File: src/rtl/kamus_lsu.sv
// MEM-stage load/store unit: turns one RV32I load/store into a req/gnt/rvalid
// transaction on the L1D port and returns aligned, extended load data to WB.
module kamus_lsu #(
    parameter int unsigned ADDR_WIDTH  = 32,
    parameter int unsigned BUS_TIMEOUT = 16
) (
    input  logic                  clk_i,
    input  logic                  rst_i,
    input  logic                  lsu_valid_i,
    input  logic                  lsu_we_i,
    input  logic [2:0]            lsu_funct3_i,
    input  logic [ADDR_WIDTH-1:0] lsu_addr_i,
    input  logic [31:0]           lsu_wdata_i,
    input  logic [4:0]            lsu_rd_addr_i,
    output logic                  lsu_stall_o,
    output logic                  lsu_misaligned_o,
    output logic                  lsu_bus_err_o,
    output logic                  wb_valid_o,
    output logic [4:0]            wb_rd_addr_o,
    output logic [31:0]           wb_data_o,
    output logic                  data_req_o,
    input  logic                  data_gnt_i,
    output logic [ADDR_WIDTH-1:0] data_addr_o,
    output logic                  data_we_o,
    output logic [3:0]            data_be_o,
    output logic [31:0]           data_wdata_o,
    input  logic                  data_rvalid_i,
    input  logic [31:0]           data_rdata_i
);
    localparam int unsigned CNT_W   = (BUS_TIMEOUT > 1) ? $clog2(BUS_TIMEOUT + 1) : 1;
    localparam int unsigned TO_LAST = (BUS_TIMEOUT == 0) ? 0 : BUS_TIMEOUT - 1;

    typedef enum logic [1:0] {StIdle, StReq, StResp, StDone} state_t;

    state_t             state_q;
    logic [CNT_W-1:0]   cnt_q;
    logic [2:0]         funct3_q;
    logic [1:0]         off_q;
    logic [4:0]         rd_q;

    logic               misaligned;
    logic [3:0]         be_n;
    logic [31:0]        wdata_n;
    logic [31:0]        shifted;
    logic [31:0]        load_n;

    always_comb begin
        misaligned = 1'b0;
        if (lsu_funct3_i[1]) begin
            misaligned = |lsu_addr_i[1:0];
        end else if (lsu_funct3_i[0]) begin
            misaligned = lsu_addr_i[0];
        end
    end

    always_comb begin
        be_n    = 4'b1111;
        wdata_n = lsu_wdata_i;
        case (lsu_funct3_i[1:0])
            2'b00: begin
                be_n    = 4'b0001 << lsu_addr_i[1:0];
                wdata_n = {4{lsu_wdata_i[7:0]}};
            end
            2'b01: begin
                be_n    = lsu_addr_i[1] ? 4'b1100 : 4'b0011;
                wdata_n = {2{lsu_wdata_i[15:0]}};
            end
            default: ;
        endcase
    end

    always_comb begin
        shifted = data_rdata_i >> {off_q, 3'b000};
        load_n  = data_rdata_i;
        case (funct3_q[1:0])
            2'b00:   load_n = {{24{~funct3_q[2] & shifted[7]}}, shifted[7:0]};
            2'b01:   load_n = {{16{~funct3_q[2] & shifted[15]}}, shifted[15:0]};
            default: ;
        endcase
    end

    // Gated by reset so the whole output set reads zero while reset is held.
    assign lsu_stall_o = ~rst_i & (((state_q == StIdle) & lsu_valid_i & ~misaligned)
                                   | (state_q == StReq) | (state_q == StResp));

    always_ff @(posedge clk_i or posedge rst_i) begin
        if (rst_i) begin
            state_q          <= StIdle;
            cnt_q            <= '0;
            funct3_q         <= '0;
            off_q            <= '0;
            rd_q             <= '0;
            lsu_misaligned_o <= 1'b0;
            lsu_bus_err_o    <= 1'b0;
            wb_valid_o       <= 1'b0;
            wb_rd_addr_o     <= '0;
            wb_data_o        <= '0;
            data_req_o       <= 1'b0;
            data_addr_o      <= '0;
            data_we_o        <= 1'b0;
            data_be_o        <= '0;
            data_wdata_o     <= '0;
        end else begin
            lsu_misaligned_o <= 1'b0;
            lsu_bus_err_o    <= 1'b0;
            wb_valid_o       <= 1'b0;
            unique case (state_q)
                StIdle: begin
                    if (lsu_valid_i) begin
                        if (misaligned) begin
                            lsu_misaligned_o <= 1'b1;
                        end else begin
                            data_req_o   <= 1'b1;
                            data_addr_o  <= {lsu_addr_i[ADDR_WIDTH-1:2], 2'b00};
                            data_we_o    <= lsu_we_i;
                            data_be_o    <= be_n;
                            data_wdata_o <= wdata_n;
                            funct3_q     <= lsu_funct3_i;
                            off_q        <= lsu_addr_i[1:0];
                            rd_q         <= lsu_rd_addr_i;
                            state_q      <= StReq;
                        end
                    end
                end
                StReq: begin
                    if (data_gnt_i) begin
                        data_req_o <= 1'b0;
                        cnt_q      <= '0;
                        state_q    <= StResp;
                    end
                end
                StResp: begin
                    cnt_q <= cnt_q + 1'b1;
                    if (data_rvalid_i) begin
                        if (!data_we_o) begin
                            wb_valid_o   <= 1'b1;
                            wb_data_o    <= load_n;
                            wb_rd_addr_o <= rd_q;
                        end
                        state_q <= StDone;
                    end else if ((BUS_TIMEOUT != 0) && (cnt_q == CNT_W'(TO_LAST))) begin
                        lsu_bus_err_o <= 1'b1;
                        state_q       <= StDone;
                    end
                end
                StDone: state_q <= StIdle;
                default: state_q <= StIdle;
            endcase
        end
    end
endmodule

File: config.mk
export PLATFORM = sky130hd
export DESIGN_NAME = kamus_lsu
export DESIGN_NICKNAME = d
export VERILOG_FILES = /design/src/rtl/kamus_lsu.sv
export SDC_FILE = /design/constraint.sdc
export NUM_CORES = 1
export LEC_CHECK = 0
export CAP_MARGIN = 20
export CORE_ASPECT_RATIO = 1.2
export CORE_MARGIN = 3
export CORE_UTILIZATION = 41
export CTS_BUF_LIST = sky130_fd_sc_hd__clkbuf_2 sky130_fd_sc_hd__clkbuf_4 sky130_fd_sc_hd__clkbuf_8
export DETAILED_ROUTE_END_ITERATION = 12
export GPL_ROUTABILITY_DRIVEN = 0
export GPL_TIMING_DRIVEN = 0
export PLACE_DENSITY = 0.79
export SYNTH_ARGS = -nofsm -noshare
export SYNTH_HDL_FRONTEND = slang
export SYNTH_SLANG_ARGS = --single-unit
export TNS_END_PERCENT = 50
File: constraint.sdc
create_clock -name clk_i -period 4 [get_ports clk_i]
set_input_delay 0.6 -clock clk_i [delete_from_list [all_inputs] [get_ports clk_i]]
set_output_delay 0.6 -clock clk_i [all_outputs]
set_load 0.02 [all_outputs]
Word-level counts from Yosys, hierarchy flattened
Cells that the tools add are included.
{"block": "classes", "n_addsub": 1, "mul": 0, "n_div": 0, "magnitude_cmp": 0, "n_eq_ne": 10, "n_shift": 2, "mux": 27, "n_bitwise": 11, "reduce_logical": 11}
{"op": "32-bit case mux with 2 select lines", "n": 2}
{"op": "32-bit by 5-bit >> shifter with 16-bit output", "n": 1}
{"op": "1-bit 2-to-1 mux", "n": 14}
{"op": "2-bit 2-to-1 mux", "n": 5}
{"op": "5-bit case mux with 2 select lines", "n": 1}
{"op": "2-bit case mux with 4 select lines", "n": 1}
{"op": "4-bit case mux with 2 select lines", "n": 1}
{"op": "4-bit AND reduction", "n": 2}
{"op": "2-bit by 1-bit == test with 1-bit output (second input constant)", "n": 3}
{"op": "2-bit logical NOT", "n": 3}
{"op": "2-bit inequality test (second input constant)", "n": 3}
{"op": "3-bit AND reduction", "n": 2}
{"op": "5-bit by 1-bit adder with 5-bit output (second input constant)", "n": 1}
{"op": "1-bit AND", "n": 5}
{"op": "5-bit by 4-bit == test with 1-bit output (second input constant)", "n": 1}
{"op": "5-bit 2-to-1 mux", "n": 1}
{"op": "2-bit == test (second input constant)", "n": 2}
{"op": "4-bit 2-to-1 mux", "n": 1}
{"op": "1-bit inverter", "n": 4}
{"op": "2-bit nonzero test", "n": 2}
{"op": "1-bit by 2-bit left shift with 4-bit output (first input constant)", "n": 1}
{"op": "3-bit by 2-bit inequality test with 1-bit output (second input constant)", "n": 1}
{"op": "1-bit OR", "n": 2}
{"op": "1-bit case mux with 2 select lines", "n": 1}
{"op": "2 further kinds", "n": 2}
{"block": "word_totals", "reg_bits": 125, "latchBits": 0, "mem_bits_rw": 0, "mem_bits_ro": 0, "in_bits": 110, "out_inout_bits": 111, "memories": 0}

Longest topological paths before layout
Gate-level depths: netlist of run 1.
{"block": "logic_depth", "ltp_word": 7, "depth_mapped": 8, "ltp_nobuf": 6}

Worst setup path before layout of run 1
No wires, ideal clock.
{"block": "synth_path", "kind": "flip-flop to output port", "startpoint": "register state_q[0]", "endpoint": "output lsu_stall_o", "t_arrival_ps": 1571, "required_ps": 3400, "setup_slack_ps": 1829, "stages_incl_launch_ff": 8, "n_path_buf": 2, "cell_sequence": "dfrtp_1 -> inv_1 -> ha_1 -> nand2_1 -> o21bai_4 -> buf_6 -> buf_2 -> a21oi_1"}
{"block": "synth_between", "elab_chain_len": 6, "elab_cells_between_ends": 8}
{"item": "start: declaration", "line": "35", "rtl": "state_t state_q;"}
{"item": "start signal: assignment", "line": "88", "rtl": "state_q <= StIdle;"}
{"item": "start signal: assignment", "line": "121", "rtl": "state_q <= StReq;"}
{"item": "start signal: assignment", "line": "129", "rtl": "state_q <= StResp;"}
{"item": "2-bit logical NOT", "line": "83", "rtl": "assign lsu_stall_o = ~rst_i & (((state_q == StIdle) & lsu_valid_i & ~misaligned)"}
{"item": "1-bit AND (2 in a row)", "line": "83"}
{"item": "1-bit OR", "line": "84", "rtl": "| (state_q == StReq) | (state_q == StResp));"}
{"item": "1-bit OR *", "line": "84"}
{"item": "1-bit AND *", "line": "83"}
{"item": "end: declaration", "line": "15", "rtl": "output logic lsu_stall_o,"}
Every way passes the cells marked *; elsewhere a longest branch is shown, timed or not.

Final worst setup path of run 1
{"block": "layout_path", "startpoint": "input lsu_addr_i[1]", "endpoint": "output lsu_stall_o"}
{"block": "layout_between", "elab_chain_len": 7}
{"item": "start: declaration", "line": "12", "rtl": "input logic [ADDR_WIDTH-1:0] lsu_addr_i,"}
{"item": "2-bit OR reduction", "line": "50", "rtl": "misaligned = |lsu_addr_i[1:0];"}
{"item": "1-bit 2-to-1 mux", "line": "49", "rtl": "if (lsu_funct3_i[1]) begin"}
{"item": "1-bit inverter (no line)"}
{"item": "1-bit AND", "line": "83"}
{"item": "1-bit OR (2 in a row)", "line": "84"}
{"item": "1-bit AND", "line": "83"}
Every way passes these cells.

==> results.md, run 1 <==
- Status: finished clean
- Area of the mapped netlist: 5670 sq um
- Worst-margin pin slew: 638 ps
- Vias: 4990
- Routed WL: 16900 microns
- Layout cell share with drive strength beyond 1: 0.137
- Vias per inst: 5.25
- Drt first pass iters: 5
- Worst Min Path Start: rd_q[3]
- Initial DRC Count: 216
- Post-CTS Setup Bufs: 0
- CTS buffer count: 17
- Crit-path most repeated cell: clkdlybuf4s50_1
- R2R Path Start: state_q[0]
- Setup crit end kind: primary output
- CTS root buf: clkbuf_8
- Die area: 15300 sq um
- Hold buffers post-CTS: 0
- Die Ht: 135 microns
- Reg2reg setup slack: 2060 ps
- Hold Crit Class: reg -> reg
- Worst Setup Start Kind: input port
- Final HPWL DP: 13200 microns
- Sequential Power Share: 0.335
- Seq/Total Area, Yosys: 0.552
- DRC: 0
- Worst path max stage delay: 640 ps
- Final Critical Period: 3400 ps
- Power per Cell Area: 775 nW/um^2
- Post-layout nets: 885
- Fmax: 294 MHz
- Crit path max-delay family: buffers and inverters
- Worst IR drop on VDD: 399 uV
- WL/cell: 17.8 microns
- CP Cell Sequence: clkdlybuf4s50_1 -> a21oi_2 -> o21bai_4 -> buf_6 -> buf_2 -> a21oi_1 -> clkdlybuf4s50_1
- Reg clk slew, reported paths: 70 ps
- Max_cap viols: 0
- Post-DP Area: 8100 sq um
- Net Sw Power: 2.61 mW
- Initial antenna violation count: 0
- Critical Path RT: 3400 ps
- Vias in the first global route: 5378
- Final ANT Viol Nets: 0
- N_diodes: 0
- Area Growth Syn to Fin: 49.3%
- Gate power share: 0.506
- Seq cells post-synth: 125
- Chip Width: 113 microns
- Initial cell density of the core: 0.424
- Htree depth: 4
- Sw Ratio: 0.398
- Critical path arrival: 2800 ps
- Yosys warns: 0
- Share of the synthesized area in the top cell type: 0.552
- Slowest CP cell: clkdlybuf4s50_1
- Yosys top cell by area: dfrtp_1
- CTS tree: yes
- Setup TNS: 0 ps
- Clock latency on the worst-skew pair: 430 ps
- Io pins: 221
- Port Buffers: 218
- Max-slew violation count: 0
- Yosys cell types: 37
- Endpoints failing hold: 0
- Worst Hold End: wb_rd_addr_o[3]
- GR Util All Layers: 0.227
- Pre-CTS setup slack: 609 ps
- Int Pwr: 3.95 mW
- Cells resized by post-CTS repair: 0
- Final instance area: 8460 sq um
- Post-synthesis instance total: 531
- RSZ-0062 raised after global routing: false
- P_leak: 3.79 nW
- Grt total ovfl: 0
- Crit Path Class: in -> out
- Avg Cell Area, Syn: 10.7 sq um
- WP buf/inv: 4
- Clock Path Buffers: 2
- Row cnt: 46
- Hold path depth: 2
- Global-route wire length before repair: 27400 microns
- CORE AREA: 13400 sq um
- Worst R2R Path Depth: 8
- Slew headroom: 0.574
- Largest net degree at the start of global routing: 68
- Final period utilization: 0.850
- Critical path startpoint: lsu_addr_i[1]
- Fin util: 0.634
- Setup Skew: 17.1 ps
- Final setup margin: 600 ps
- Clock sinks: 125
- RR Endpoint: wb_rd_addr_o[2]
- Largest fanout on the critical path: 10
- Clk pwr share: 0.158
- Synth area leaders: dfrtp_1, mux2_2, mux2i_1
- Setup violators final: 0
-- sequential cells by signal (all words and copies together), names as in the netlist --
signal and cells:
wb_data_o 32, data_be_o 4, lsu_bus_err_o 1, lsu_misaligned_o 1, off_q 2, data_addr_o 30
data_wdata_o 32, data_we_o 1, state_q 2, rd_q 5, funct3_q 3, wb_valid_o 1
cnt_q 5, wb_rd_addr_o 5, data_req_o 1
-- logic make-up (layout without fill, tap and decap cells) --
group,count (synthesis),count (layout),share of synthesized area
other cells,1,2,0.000662
compound gates,102,102,0.109
mux,86,86,0.163
flops,125,125,0.552
fa+ha+maj,5,5,0.0110
buf+inv,45,296,0.0395
simple gates,167,167,0.125
-- tightest hold or removal path: cells and delay by family (launching register included) --
family	cells	cell delay, ps
flops	1	340
simple gates	2	100
-- synth_stat cells --
library cell  count
a2bb2oi_1         8
and3_1            2
a21o_1            7
nor2_2            1
mux2_2           47
a21oi_2           1
buf_4             4
conb_1            1
nand3b_1          2
a22o_1            2
nand2_1          87
buf_6             3
o21ai_0          48
nor2b_1           1
o31ai_1           1
inv_1             8
nor3_1            3
a21oi_1          20
o21bai_4          1
a22oi_1           1
o22ai_1           7
dfrtp_1         125
mux2i_1          36
a31oi_1           1
ha_1              5
o211ai_2          1
clkbuf_1         16
o21ai_1           1
nor2_1           32
o21ba_1           1
o211ai_1          1
nand3_1          33
a32o_1            1
mux2_1            3
buf_2            14
nand2b_1          5
nor2b_2           1
-- stage by stage --
step,power (mW),std cells,hold WS [ps]
6_report,6.56,951,470
3_3_place_gp,5.42,918,443
2_1_floorplan,3.98,532,433
5_1_grt,6.96,951,502
3_5_place_dp,5.55,919,452
4_1_cts,6.61,951,469
-- worst max path at each step --
| stage | to | slack (ps) | cells past startpoint |
|---|---|---|---|
| 6_report | lsu_stall_o | 600 | 7 |
| 5_1_grt | lsu_stall_o | 480 | 8 |
| 4_1_cts | lsu_stall_o | 600 | 7 |
| 3_5_place_dp | lsu_stall_o | 610 | 7 |
| 3_3_place_gp | data_addr_o[19] | -1630 | 2 |
| 2_1_floorplan | cnt_q[0] | 70 | 1 |
-- area by class of cell --
class	count	area, sq um
Clock buffer	17	234
Clock inverter	15	134
Buffer	37	194
Multi-Input combinational cell	362	2320
Inverter	8	35.0
Tap cell	168	210
Timing Repair Buffer	219	2210
Fill cell	1080	4890
Sequential cell	125	3130
-- layout by cell type, fill, tap and decap left out, drive strengths merged, types with 2 or more instances in the layout --
master and instances:
a21o 7, a21oi 21, a22o 2, a2bb2oi 8
and3 2, buf 22, clkbuf 33, clkdlybuf4s50 218
clkinv 5, clkinvlp 3, conb 2, dfrtp 125
ha 5, inv 14, mux2 50, mux2i 36
nand2 87, nand2b 5, nand3 33, nand3b 2
nor2 33, nor2b 2, nor3 3, o211ai 2
o21ai 49, o22ai 7
-- power by group through the flow --
stage	clock network [mW]	registers (mW)	logic [mW]
5_1_grt	1.13	2.27	3.57
6_report	1.04	2.20	3.32
3_3_place_gp	0	2.18	3.25
4_1_cts	1.06	2.20	3.35
3_5_place_dp	0	2.22	3.33
2_1_floorplan	0	2.80	1.18
-- per-layer routing --
metal  track usage  up-vias  share of wire
met5             0        -              0
met4        0.0782        0          0.018
met3        0.0892       25          0.093
met2         0.403      217           0.53
met1         0.245     2439           0.36
li1              -     2309              -
(Power assumes the default switching activity.)
==> run 2: changes to the inputs <==
clock period = 3.1 ns   (was 4 ns; I/O delays follow)
==> results.md, run 2 (synthesis results as in run 1) <==
- Status: finished clean
- Initial cell density of the core: 0.424
- Pre-CTS setup slack: -32.3 ps
- Clock Path Buffers: 2
- Routed WL: 17500 microns
- Final instance area: 8480 sq um
- Setup violators final: 0
- Grt total ovfl: 0
- Area Growth Syn to Fin: 49.7%
- Worst Setup Start Kind: flip-flop
- Setup crit end kind: primary output
- N_diodes: 0
- Hold Crit Class: in -> async
- Setup Skew: 9.63 ps
- Io pins: 221
- CTS tree: yes
- Slew headroom: 0.599
- Layout cell share with drive strength beyond 1: 0.139
- Clock latency on the worst-skew pair: 430 ps
- Final HPWL DP: 13500 microns
- Max-slew violation count: 0
- Fmax: 348 MHz
- Commonest non-fill, non-tap cells in the layout: clkdlybuf4s50_1, dfrtp_1, nand2_1, o21ai_0, mux2_2
- Global-route wire length before repair: 27900 microns
- Hold buffers post-CTS: 0
- WL/cell: 18.3 microns
- Setup TNS: 0 ps
- Die Ht: 135 microns
- Vias: 4987
- Die area: 15300 sq um
- CTS root buf: clkbuf_8
- Critical path arrival: 2410 ps
- Largest registers in the final layout: data_wdata_o: 32 flops, wb_data_o: 32 flops, data_addr_o: 30 flops
- Clock sinks: 125
- DRC: 0
- CORE AREA: 13400 sq um
- Final setup margin: 228 ps
- RSZ-0062 raised after global routing: false
- Final period utilization: 0.926
- Critical Path RT: 2630 ps
- Row cnt: 46
- Post-DP Area: 8130 sq um
- Crit Path Class: reg -> out
- Worst-margin pin slew: 595 ps
- GR Util All Layers: 0.234
- Htree depth: 4
- Initial antenna violation count: 0
- Drt first pass iters: 5
- Power per Cell Area: 996 nW/um^2
- Max_cap viols: 0
- CTS buffer count: 17
- Largest net degree at the start of global routing: 44
- Largest fanout on the critical path: 10
- Port Buffers: 218
- Final Critical Period: 2870 ps
- Most common cell after layout, fill and taps aside: clkdlybuf4s50_1
- Vias per inst: 5.23
- Final ANT Viol Nets: 0
- WHS: 401 ps
- Worst IR drop on VDD: 583 uV
- Post-layout nets: 887
- Initial DRC Count: 256
- Fin util: 0.635
- Chip Width: 113 microns
- P_leak: 3.79 nW
- Vias in the first global route: 5387
- Reg clk slew, reported paths: 80 ps
- Endpoints failing hold: 0
[run 2: stage by stage]
stage | instances | power (mW)
after floorplan | 532 | 5.13
after global placement | 918 | 7.02
after detailed placement | 921 | 7.18
after CTS | 953 | 8.51
after global routing | 953 | 8.97
final | 953 | 8.45
[run 2: path summary, 6_finish.rpt]
| kind | endpoint | slack [ps] | cells after the start | startpoint |
|---|---|---|---|---|
| worst max-delay path | lsu_stall_o | 230 | 8 | state_q[0] |
| worst min-delay path | data_addr_o[22] | 400 | 2 | rst_i |
| worst max register to register | wb_data_o[17] | 1100 | 8 | state_q[0] |
| worst min register to register | wb_rd_addr_o[2] | 470 | 2 | rd_q[2] |
| max in group asynchronous | rd_q[2] | 1910 | 4 | rst_i |
| min in group clk_i | wb_rd_addr_o[2] | 470 | 2 | rd_q[2] |
[run 2: power by group]
group / internal, mW / total (mW) / switching (mW)
Clock: 0.609 / 1.30 / 0.690
Combinational: 2.06 / 4.31 / 2.25
Sequential: 2.40 / 2.84 / 0.446
[run 2: layer usage]
layer	global-route usage	part of all wire	up-vias
li1	-	-	2315
met1	0.254	0.37	2429
met2	0.404	0.52	213
met3	0.109	0.099	30
met4	0.0748	0.019	0
met5	0	0	-
[run 2: area by class of cell]
type / count / area [sq um]
flip-flops and latches: 125 / 3130
repair buffers: 221 / 2240
plain buffers: 37 / 194
clock inverters: 12 / 88.8
clock buffers: 20 / 269
inverters: 8 / 33.8
fillers: 1110 / 4870
multi-input cells: 362 / 2320
well taps: 168 / 210
[run 2: timing repair]
| item | CTS | global route |
|---|---|---|
| buffers inserted | 0 | 0 |
| setup endpoints to repair | 1 | 0 |
| endpoints found under the hold margin | 0 | 0 |
| resized for setup | 1 | 0 |
[run 2: worst max-delay path, stage by stage (launching register included)]
cell	delay [ps]
dfrtp_1	410
inv_1	100
ha_1	230
nand2_1	120
o21bai_4	230
buf_6	170
buf_2	210
a21oi_1	150
dlygate4sd2_1	340
==> run 3: changes to the inputs <==
ABC_AREA = 1   (was not set)
CORE_UTILIZATION = 42   (was 41)
PLACE_DENSITY = 0.88   (was 0.79)
SLEW_MARGIN = 20   (was not set)
==> results.md, run 3 <==
- Clock latency on the worst-skew pair: 420 ps
- Total power: 8.99 mW
- Commonest non-fill, non-tap cells in the layout: nand2_1, clkdlybuf4s50_1, dfrtp_1, inv_1, a21oi_1
- Row cnt: 47
- Setup TNS: 0 ps
- WP buf/inv: 4
- Final period utilization: 0.854
- Top cells by count, synth: nand2_1, dfrtp_1, inv_1
- Layout cell share with drive strength beyond 1: 0.103
- Setup crit end kind: primary output
- GR Util All Layers: 0.232
- Initial antenna violation count: 0
- CP Cell Sequence: inv_1 -> ha_1 -> nand2_1 -> nor2_8 -> inv_4 -> buf_4 -> a31oi_1 -> dlymetal6s2s_1
- P_leak: 4.29 nW
- Largest registers in the final layout: data_wdata_o: 32 flops, wb_data_o: 32 flops, data_addr_o: 30 flops
- Final ANT Viol Nets: 0
- CORE AREA: 14000 sq um
- Htree depth: 4
- Critical Path RT: 2630 ps
- Port Buffers: 216
- Max-slew violation count: 0
- Most common cell in the netlist: nand2_1
- Drt first pass iters: 5
- Crit Path Class: reg -> out
- Largest net degree at the start of global routing: 35
- Post-synth EDFFs: 0
- Worst IR drop on VDD: 514 uV
- Final Non-Filler Cells: 1182
- Crit path max-delay family: buffers and inverters
- Main synth FF type: dfrtp_1
- Area of the mapped netlist: 6070 sq um
- Avg Cell Area, Syn: 8.00 sq um
- Ys async rst share: 1.00
- Slowest CP cell: dfrtp_1
- Placed cells: 1151
- Post-layout nets: 1114
- Routed WL: 18600 microns
- Largest fanout on the critical path: 10
- CTS root buf: clkbuf_8
- Yosys warns: 0
- Clock sinks: 125
- Io pins: 221
- Synth area leaders: dfrtp_1, nand2_1, a21oi_1
- Seq/Total Area, Yosys: 0.515
- Setup Skew: 13.2 ps
- Area Growth Syn to Fin: 47.0%
- Status: finished clean
- WL/cell: 15.8 microns
- Final HPWL DP: 13900 microns
- RSZ-0062 raised after global routing: false
- Critical path arrival: 2180 ps
- Global-route wire length before repair: 29000 microns
- Most common cell after layout, fill and taps aside: nand2_1
- Grt total ovfl: 0
- DRC: 0
- WHS: 393 ps
- Worst Setup Start Kind: flip-flop
- Share of the synthesized area in the top cell type: 0.515
- Worst path max stage delay: 390 ps
- Slew headroom: 0.619
- Max_cap viols: 0
- Die Ht: 138 microns
- Die area: 15900 sq um
- Final Critical Period: 2650 ps
- CTS tree: yes
- Reg clk slew, reported paths: 80 ps
- Worst-margin pin slew: 572 ps
- Chip Width: 116 microns
- Clock Path Buffers: 2
- Endpoints failing hold: 0
- Setup violators final: 0
- Initial cell density of the core: 0.434
- N_diodes: 0
- Vias: 5944
- Hold Crit Class: in -> reg
- Yosys cell types: 32
- Post-synthesis instance total: 759
- Power per Cell Area: 1010 nW/um^2
- Vias per inst: 5.03
- Yosys top cell by area: dfrtp_1
- Seq cells post-synth: 125
- CTS buffer count: 17
- Vias in the first global route: 5890
- Initial DRC Count: 499
- Fmax: 378 MHz
- Filler cells: 1179
==> run 3: cell count changes in the layout (fill, tap and decap cells not counted), moves of 22 or more <==
cell     change
nand2_1    +191
inv_1       +56
mux2_2      -47
a21oi_1     +36
mux2i_1     -36
o21ai_1     +27
o21ai_0     -22
==> run 3: cell type report <==
class,instances,area [sq um],area share
multi-input cells,523,2420,0.271
inverters,71,275,0.0308
clock inverters,13,143,0.0160
flip-flops and latches,125,3130,0.350
plain buffers,41,253,0.0283
repair buffers,220,2240,0.251
clock buffers,18,248,0.0277
well taps,171,214,0.0240
==> run 3: report_power, final <==
group / leakage (nW) / switching, mW / internal [mW]
clock: 0.184 / 0.698 / 0.735
sequential: 1.51 / 0.412 / 2.41
combinational: 2.59 / 2.67 / 2.08
total: 4.29 / 3.78 / 5.22
==> run 3: stage by stage <==
step                      setup slack, ps   util  cell area (sq um)
final                                 452  0.638               8930
after global routing                  276  0.638               8930
after CTS                            17.0  0.638               8930
after detailed placement              171  0.610               8540
after global placement               -131  0.604               8460
after floorplan                      1100      -               6080
==> run 3: what timing repair did <==
item | CTS | global route
endpoints found under the hold margin | 0 | 0
resized for setup | 0 | 1
setup buffers | 0 | 0
hold buffers | 0 | 0
endpoints found under the setup margin | 0 | 1
==> run 3: worst paths after layout <==
| kind | slack [ps] | from | to | cells after the start |
|---|---|---|---|---|
| worst max-delay path | 450 | state_q[1] | lsu_stall_o | 8 |
| worst min-delay path | 390 | lsu_funct3_i[0] | funct3_q[0] | 3 |
| worst max register to register | 1200 | state_q[0] | wb_data_o[9] | 10 |
| worst min register to register | 470 | data_addr_o[2] | data_addr_o[2] | 2 |
| max in group asynchronous | 2020 | rst_i | wb_data_o[28] | 4 |
| min in group asynchronous | 400 | rst_i | data_wdata_o[22] | 2 |
==> run 3: layer usage <==
metal	wire length, microns	global-route usage	up-vias	share of wire
met5	0	0	-	0
met4	444	0.0838	0	0.024
met3	1640	0.0677	42	0.088
met2	9190	0.398	277	0.49
met1	7360	0.276	2743	0.39
li1	-	-	2882	-
==> run 3: worst min-delay path: stages <==
cell and delay (ps):
buf_2 180, nand2_1 90, nand2_1 40
==> run 3: cells by family (layout without fill, tap and decap cells) <==
| kind of cell | Yosys count | in the layout | share of synthesized area |
|---|---|---|---|
| AOI/OAI and AO/OA | 143 | 143 | 0.131 |
| buffers and inverters | 112 | 363 | 0.0863 |
| and+or+nand+nor | 373 | 373 | 0.257 |
| other | 1 | 2 | 0.000618 |
| adders and majority gates | 5 | 5 | 0.0103 |
| DFF | 125 | 125 | 0.515 |
